**src/rtl/mem_arbiter_if.sv**
```systemverilog
// mem_arbiter_if: bus bundle between the MIPS core requesters, the RAM and mem_arbiter.
//
// Signal groups:
//   fetch port : iREN, iaddr (core -> arb), iwait, iload (arb -> core)
//   data port  : dREN, dWEN, daddr, dstore (core -> arb), dwait, dload (arb -> core)
//   RAM port   : ramREN, ramWEN, ramaddr, ramstore (arb -> RAM), ramload, ramstate (RAM -> arb)
//   status     : merr (arb -> system), one-cycle pulse on RAM ERROR
//
// Modports:
//   slave  : the arbiter's view (takes core requests, drives the RAM)
//   master : the environment's view (core requesters plus the RAM)
interface mem_arbiter_if #(
  parameter int unsigned AW = 32
);
  logic          iREN;
  logic [AW-1:0] iaddr;
  logic          iwait;
  logic [AW-1:0] iload;

  logic          dREN;
  logic          dWEN;
  logic [AW-1:0] daddr;
  logic [AW-1:0] dstore;
  logic          dwait;
  logic [AW-1:0] dload;

  logic          ramREN;
  logic          ramWEN;
  logic [AW-1:0] ramaddr;
  logic [AW-1:0] ramstore;
  logic [AW-1:0] ramload;
  logic [1:0]    ramstate;

  logic          merr;

  modport slave (
    input  iREN, iaddr, dREN, dWEN, daddr, dstore, ramload, ramstate,
    output iwait, iload, dwait, dload, ramREN, ramWEN, ramaddr, ramstore, merr
  );

  modport master (
    output iREN, iaddr, dREN, dWEN, daddr, dstore, ramload, ramstate,
    input  iwait, iload, dwait, dload, ramREN, ramWEN, ramaddr, ramstore, merr
  );
endinterface

```
**src/rtl/mem_arbiter.sv**
```systemverilog
// mem_arbiter: shares the single-ported unified RAM between instruction fetch and the
// data (load/store) port of the pipelined MIPS core.
//
// Data requests win arbitration, except that after STARVE_LIMIT consecutive data grants
// taken while a fetch was pending, the fetch is forced through. STARVE_LIMIT = 0 gives
// pure data priority. Every transaction is followed by one IDLE turnaround cycle.
//
// Ports:
//   CLK   : system clock, rising edge
//   nRST  : asynchronous active-low reset
//   bus   : mem_arbiter_if.slave (fetch port, data port, RAM port, merr)
//   icnt, dcnt, istall : performance counters, present only when ARB_PERF_CNT_EN is defined
//
// Optional feature macro: ARB_PERF_CNT_EN
//   icnt   - completed fetch transactions (RAM ERROR excluded)
//   dcnt   - completed data transactions (RAM ERROR excluded)
//   istall - cycles with iREN=1 and iwait=1
//   All 32 bits, wrapping.
module mem_arbiter #(
  parameter int unsigned STARVE_LIMIT = 4,
  parameter int unsigned AW           = 32
) (
  input  logic         CLK,
  input  logic         nRST,
  mem_arbiter_if.slave bus
`ifdef ARB_PERF_CNT_EN
  ,
  output logic [31:0]  icnt,
  output logic [31:0]  dcnt,
  output logic [31:0]  istall
`endif
);

  // RAM state encoding
  localparam logic [1:0] RamFree   = 2'd0;
  localparam logic [1:0] RamBusy   = 2'd1;
  localparam logic [1:0] RamAccess = 2'd2;
  localparam logic [1:0] RamError  = 2'd3;

  // Arbiter FSM states
  localparam logic [1:0] StIdle = 2'd0;
  localparam logic [1:0] StIgnt = 2'd1;
  localparam logic [1:0] StDgnt = 2'd2;

  // Counter only has to reach STARVE_LIMIT, where it saturates.
  localparam int unsigned CW = (STARVE_LIMIT < 2) ? 1 : $clog2(STARVE_LIMIT + 1);
  localparam logic [CW-1:0] StarveMax = CW'(STARVE_LIMIT);

  logic [1:0]    state_q, state_d;
  logic [CW-1:0] starve_cnt_q, starve_cnt_d;

  logic          starved;
  logic          d_req;

  logic          ram_ren;
  logic          ram_wen;
  logic [AW-1:0] ram_addr;
  logic [AW-1:0] ram_store;
  logic          i_wait;
  logic          d_wait;
  logic [AW-1:0] i_load;
  logic [AW-1:0] d_load;
  logic          m_err;
  logic          i_done;
  logic          d_done;

  assign d_req   = bus.dREN | bus.dWEN;
  assign starved = (STARVE_LIMIT != 0) && bus.iREN && (starve_cnt_q == StarveMax);

  always_comb begin
    state_d      = state_q;
    starve_cnt_d = starve_cnt_q;
    ram_ren      = 1'b0;
    ram_wen      = 1'b0;
    ram_addr     = '0;
    ram_store    = '0;
    i_wait       = 1'b1;
    d_wait       = 1'b1;
    i_load       = '0;
    d_load       = '0;
    m_err        = 1'b0;
    i_done       = 1'b0;
    d_done       = 1'b0;

    case (state_q)
      StIdle: begin
        if (d_req && !starved) begin
          state_d = StDgnt;
          if (bus.iREN && (starve_cnt_q != StarveMax)) begin
            starve_cnt_d = starve_cnt_q + CW'(1);
          end
        end else if (bus.iREN) begin
          state_d      = StIgnt;
          starve_cnt_d = '0;
        end
        // No fetch waiting means nothing is being starved.
        if (!bus.iREN) begin
          starve_cnt_d = '0;
        end
      end

      StIgnt: begin
        ram_addr = bus.iaddr;
        if (!bus.iREN) begin
          // Fetch squashed: drop the RAM request, no completion pulse.
          state_d = StIdle;
        end else begin
          ram_ren = 1'b1;
          case (bus.ramstate)
            RamAccess: begin
              i_wait  = 1'b0;
              i_load  = bus.ramload;
              i_done  = 1'b1;
              state_d = StIdle;
            end
            RamError: begin
              i_wait  = 1'b0;
              m_err   = 1'b1;
              state_d = StIdle;
            end
            default: ;
          endcase
        end
      end

      StDgnt: begin
        ram_addr  = bus.daddr;
        ram_store = bus.dstore;
        if (!d_req) begin
          state_d = StIdle;
        end else begin
          // Write wins when both enables are asserted.
          if (bus.dWEN) begin
            ram_wen = 1'b1;
          end else begin
            ram_ren = 1'b1;
          end
          case (bus.ramstate)
            RamAccess: begin
              d_wait  = 1'b0;
              d_load  = bus.ramload;
              d_done  = 1'b1;
              state_d = StIdle;
            end
            RamError: begin
              d_wait  = 1'b0;
              m_err   = 1'b1;
              state_d = StIdle;
            end
            default: ;
          endcase
        end
      end

      default: begin
        state_d = StIdle;
      end
    endcase
  end

  always_ff @(posedge CLK or negedge nRST) begin
    if (!nRST) begin
      state_q      <= StIdle;
      starve_cnt_q <= '0;
    end else begin
      state_q      <= state_d;
      starve_cnt_q <= starve_cnt_d;
    end
  end

  assign bus.ramREN   = ram_ren;
  assign bus.ramWEN   = ram_wen;
  assign bus.ramaddr  = ram_addr;
  assign bus.ramstore = ram_store;
  assign bus.iwait    = i_wait;
  assign bus.iload    = i_load;
  assign bus.dwait    = d_wait;
  assign bus.dload    = d_load;
  assign bus.merr     = m_err;

`ifdef ARB_PERF_CNT_EN
  logic [31:0] icnt_q, icnt_d;
  logic [31:0] dcnt_q, dcnt_d;
  logic [31:0] istall_q, istall_d;

  always_comb begin
    icnt_d   = icnt_q;
    dcnt_d   = dcnt_q;
    istall_d = istall_q;
    if (i_done) begin
      icnt_d = icnt_q + 32'd1;
    end
    if (d_done) begin
      dcnt_d = dcnt_q + 32'd1;
    end
    if (bus.iREN && i_wait) begin
      istall_d = istall_q + 32'd1;
    end
  end

  always_ff @(posedge CLK or negedge nRST) begin
    if (!nRST) begin
      icnt_q   <= '0;
      dcnt_q   <= '0;
      istall_q <= '0;
    end else begin
      icnt_q   <= icnt_d;
      dcnt_q   <= dcnt_d;
      istall_q <= istall_d;
    end
  end

  assign icnt   = icnt_q;
  assign dcnt   = dcnt_q;
  assign istall = istall_q;
`else
  // Completion strobes only feed the performance counters.
  logic unused_done;
  assign unused_done = i_done ^ d_done;
`endif

endmodule

```
**src/flat_wrapper.sv**
```systemverilog
// flat-port wrapper written by rule: the top's interface ports become plain ports
module mem_arbiter_flat 
#(
  parameter int unsigned STARVE_LIMIT = 4,
  parameter int unsigned AW           = 32
)
  (CLK, nRST, bus_iREN, bus_iaddr, bus_dREN, bus_dWEN, bus_daddr, bus_dstore, bus_ramload, bus_ramstate, bus_iwait, bus_iload, bus_dwait, bus_dload, bus_ramREN, bus_ramWEN, bus_ramaddr, bus_ramstore, bus_merr);
  mem_arbiter_if #(.AW(AW)) bus_i ();
  input  logic CLK;
  input  logic nRST;
  input wire logic [$bits(bus_i.iREN)-1:0] bus_iREN;
  input wire logic [$bits(bus_i.iaddr)-1:0] bus_iaddr;
  input wire logic [$bits(bus_i.dREN)-1:0] bus_dREN;
  input wire logic [$bits(bus_i.dWEN)-1:0] bus_dWEN;
  input wire logic [$bits(bus_i.daddr)-1:0] bus_daddr;
  input wire logic [$bits(bus_i.dstore)-1:0] bus_dstore;
  input wire logic [$bits(bus_i.ramload)-1:0] bus_ramload;
  input wire logic [$bits(bus_i.ramstate)-1:0] bus_ramstate;
  output wire logic [$bits(bus_i.iwait)-1:0] bus_iwait;
  output wire logic [$bits(bus_i.iload)-1:0] bus_iload;
  output wire logic [$bits(bus_i.dwait)-1:0] bus_dwait;
  output wire logic [$bits(bus_i.dload)-1:0] bus_dload;
  output wire logic [$bits(bus_i.ramREN)-1:0] bus_ramREN;
  output wire logic [$bits(bus_i.ramWEN)-1:0] bus_ramWEN;
  output wire logic [$bits(bus_i.ramaddr)-1:0] bus_ramaddr;
  output wire logic [$bits(bus_i.ramstore)-1:0] bus_ramstore;
  output wire logic [$bits(bus_i.merr)-1:0] bus_merr;
  assign bus_i.iREN = bus_iREN;
  assign bus_i.iaddr = bus_iaddr;
  assign bus_i.dREN = bus_dREN;
  assign bus_i.dWEN = bus_dWEN;
  assign bus_i.daddr = bus_daddr;
  assign bus_i.dstore = bus_dstore;
  assign bus_i.ramload = bus_ramload;
  assign bus_i.ramstate = bus_ramstate;
  assign bus_iwait = bus_i.iwait;
  assign bus_iload = bus_i.iload;
  assign bus_dwait = bus_i.dwait;
  assign bus_dload = bus_i.dload;
  assign bus_ramREN = bus_i.ramREN;
  assign bus_ramWEN = bus_i.ramWEN;
  assign bus_ramaddr = bus_i.ramaddr;
  assign bus_ramstore = bus_i.ramstore;
  assign bus_merr = bus_i.merr;
  mem_arbiter #(.STARVE_LIMIT(STARVE_LIMIT), .AW(AW)) u_core (.CLK(CLK), .nRST(nRST), .bus(bus_i));
endmodule
```
**config.mk**
```make
export PLATFORM = sky130hd
export DESIGN_NAME = mem_arbiter_flat
export DESIGN_NICKNAME = d
export VERILOG_FILES = /design/src/rtl/mem_arbiter_if.sv /design/src/rtl/mem_arbiter.sv /design/src/flat_wrapper.sv
export SDC_FILE = /design/constraint.sdc
export NUM_CORES = 1
export LEC_CHECK = 0
export ABC_AREA = 1
export CAP_MARGIN = 20
export CORE_AREA = 2 2 105 107
export CTS_CLUSTER_DIAMETER = 30
export DETAILED_ROUTE_END_ITERATION = 7
export DIE_AREA = 0 0 107 109
export MAX_ROUTING_LAYER = met4
export PLACE_DENSITY_LB_ADDON = 0.12
export SYNTH_ARGS = -nofsm -noshare
export SYNTH_HDL_FRONTEND = slang
export SYNTH_SLANG_ARGS = --single-unit
```
**constraint.sdc**
```tcl
create_clock -name CLK -period 1.8 [get_ports CLK]
set_input_delay 0.18 -clock CLK [delete_from_list [all_inputs] [get_ports CLK]]
set_output_delay 0.18 -clock CLK [all_outputs]
set_load 0.05 [all_outputs]
```
==> qor.txt <==
Slowest cell on crit path - dfrtp_1
EDFF count, synth - 0
number of synthesized register bits - 5
DR WL/cell - 16.8 um
Setup violations, final - 1
CTS sink count - 5
root buffer selected by CTS - clkbuf_8
placed instance count - 749
leading post-synthesis cells by cell area - nand2_1 35%, nor2_1 16%, inv_1 11%
commonest cells in the synthesized netlist - 151 x nand2_1, 70 x nor2_1, 46 x inv_1, 34 x a21oi_1, 14 x buf_2
crit start category - flop
number of global-route vias before repair - 3022
final instance area - 0.00663 mm2
Congestion Overflow GR - 0
crit end category - primary output
Net Count, Synth - 493
Max Cap Violations - 0
DP HPWL - 10000 um
GPL Wtd Cong - 0.887
initial antenna violation count - 1
I/O pins - 268
Final TNS setup - -2.26 ps
Initial Utilization - 15.1%
CP Class - flop to primary output
status - complete, but fails checks
syn_area_per_cell - 4.56 um2
part of the Yosys area used for sequential elements - 7.82%
minimum clock period after layout - 1800 ps
Routed Antenna Nets - 0
first-pass GRT wire length - 17400 um
die width - 107 um
Max IR drop VDD - 0.000923 V
Worst-path clk slew - 30 ps
Cell Chain, Critical Path - inv_2, ha_4, buf_12, nand3_1, a21oi_2, buf_12
clock tree buffer depth - 2
asr flop ratio synth - 100%
IO Port Bufs - 267
nets - 771
TritonCTS clock tree - built
post-synth top area share - 35.4%
DR vias - 3265
Final period util - 100%
Slew HR - 80.8%
largest net degree at the start of global routing - 52
DR iter-0 viols - 102
Critical Path AT - 1620 ps
final hold vios - 0
Cell Area, Placed - 0.00587 mm2
final core utilization - 62.5%
CP peak stage delay - 400 ps
overall die area - 0.0117 mm2
non-filler cells, final - 769
Power Density - 1240 mW/mm2
Yosys top cell by area - nand2_1
Final Total Pwr - 0.00822 W
clock latency on the worst-skew pair - 230 ps
Post-CTS Hold Fix Bufs - 0
GRT Total Usage - 19.7%
Pre-Repair DR Iteration Count - 4
fraction of layout cells with a size suffix above 1 - 45.4%
worst path bufs/invs - 3
mapped cell area - 0.00160 mm2
Pins Over Slew Limit - 0
row count - 38
final worst setup slack - -2.26 ps
WP data required - 1620 ps
Clock Skews - 0.780 ps
post-synthesis cell type count - 17
cell mode on critical path - buf_12
failing checks - setup timing
P_leak - 2.69 nW
die height - 109 um
Crit path max-delay family - buffers and inverters
Num CTS Buffers - 3
worst hold path class - input pin to async pin
most common cell in the netlist - nand2_1
Area Overhead vs Synth - 314%
measured slew at the worst slew-check pin - 288 ps
CORE AREA - 0.0106 mm2
unrepaired setup endpoints after global routing - yes
drc violations - 0
Vias/cell - 4.25
Post-Synthesis Cells - 351
fmax - 555 MHz
predominant post-synthesis flop cell - dfrtp_1
H-tree depth - 1
critical-path maximum fanout - 26
DRT Wirelength - 12900 um
Ys Warns - 0
-- where the power goes --
part,internal (W),leakage (nW),switching [W]
Sequential,0.000158,0.0647,0.0000511
Combinational,0.00335,2.60,0.00445
Clock,0.000152,0.0228,0.0000579
-- per-stage QoR --
| step | hold slack [ps] | setup slack (ps) |
|---|---|---|
| 2_1_floorplan | -116 | -250 |
| 3_3_place_gp | 416 | 102 |
| 3_5_place_dp | 421 | 60.2 |
| 4_1_cts | 186 | -25.6 |
| 5_1_grt | 194 | -64.5 |
| 6_report | 181 | -2.26 |
-- timing repair --
| action | in CTS | in global routing |
|---|---|---|
| pin swaps | 2 | 41 |
| buffers inserted | 0 | 6 |
| gates resized for setup | 54 | 55 |
| endpoints found under the setup margin | 98 | 73 |
| cloned | 1 | 8 |
-- worst reg2reg max path: cells and delay by family (launching register included) --
kind                     cells  cell delay (ps)
buffers and inverters        1              170
adder cells (fa/ha/maj)      1              200
flip-flops                   1              400
AND/OR/NAND/NOR              6              480
-- layout by cell type, fill, tap and decap left out, types with 4 or more instances in the layout --
cell / netlist / final
buf_12: 0 / 125
clkbuf_16: 0 / 7
nor2_4: 1 / 49
dfrtp_1: 5 / 4
nand2_1: 151 / 147
a21oi_2: 0 / 31
nor2_2: 0 / 17
inv_1: 46 / 35
nor2_1: 70 / 5
clkdlybuf4s50_1: 0 / 134
inv_2: 2 / 11
ha_1: 7 / 4
nand3_1: 8 / 8
buf_6: 3 / 9
buf_4: 1 / 19
-- layer usage --
metal	global-route usage, %	part of all wire (%)	vias up	routed length [um]
met4	2.69	0.80	0	103
met2	37.4	55	149	7040
li1	-	-	1601	-
met5	-	0	-	0
met3	3.65	6.9	9	889
met1	22.0	38	1506	4850
-- cells by family after synthesis --
kind of cell	after synthesis	synth area share [%]
AOI/OAI and AO/OA	36	11.3
xor gates and xnor gates	1	0.548
adders and majority gates	7	5.48
buffers and inverters	71	19.4
DFF	5	7.82
and+or+nand+nor	231	55.5
-- state kept, by name (all words and copies together) (netlist names) --
register	cells
u_core.state_q	2
u_core.starve_cnt_q	3
-- layout make-up --
type / instances / area, um2
multi-input combinational: 275 / 1780
inverter: 48 / 190
tap: 140 / 175
sequential: 5 / 126
timing repair buffer: 296 / 4310
antenna: 1 / 2.50
clock buffer: 4 / 45.0
fill: 877 / 3980
-- path summary, 6_finish.rpt --
check                                  startpoint                      to  slack, ps  depth (start not counted)
max in group asynchronous                    nRST       u_core.state_q[1]       1410                          1
min in group CLK           u_core.starve_cnt_q[1]  u_core.starve_cnt_q[1]        510                          2
hold / removal                               nRST  u_core.starve_cnt_q[1]        180                          1
setup / recovery                u_core.state_q[0]              bus_ramREN         -2                          6
hold reg to reg            u_core.starve_cnt_q[1]  u_core.starve_cnt_q[1]        510                          2
setup reg to reg                u_core.state_q[0]       u_core.state_q[0]        450                          8
No activity file was read; power rests on OpenSTA's default activity.
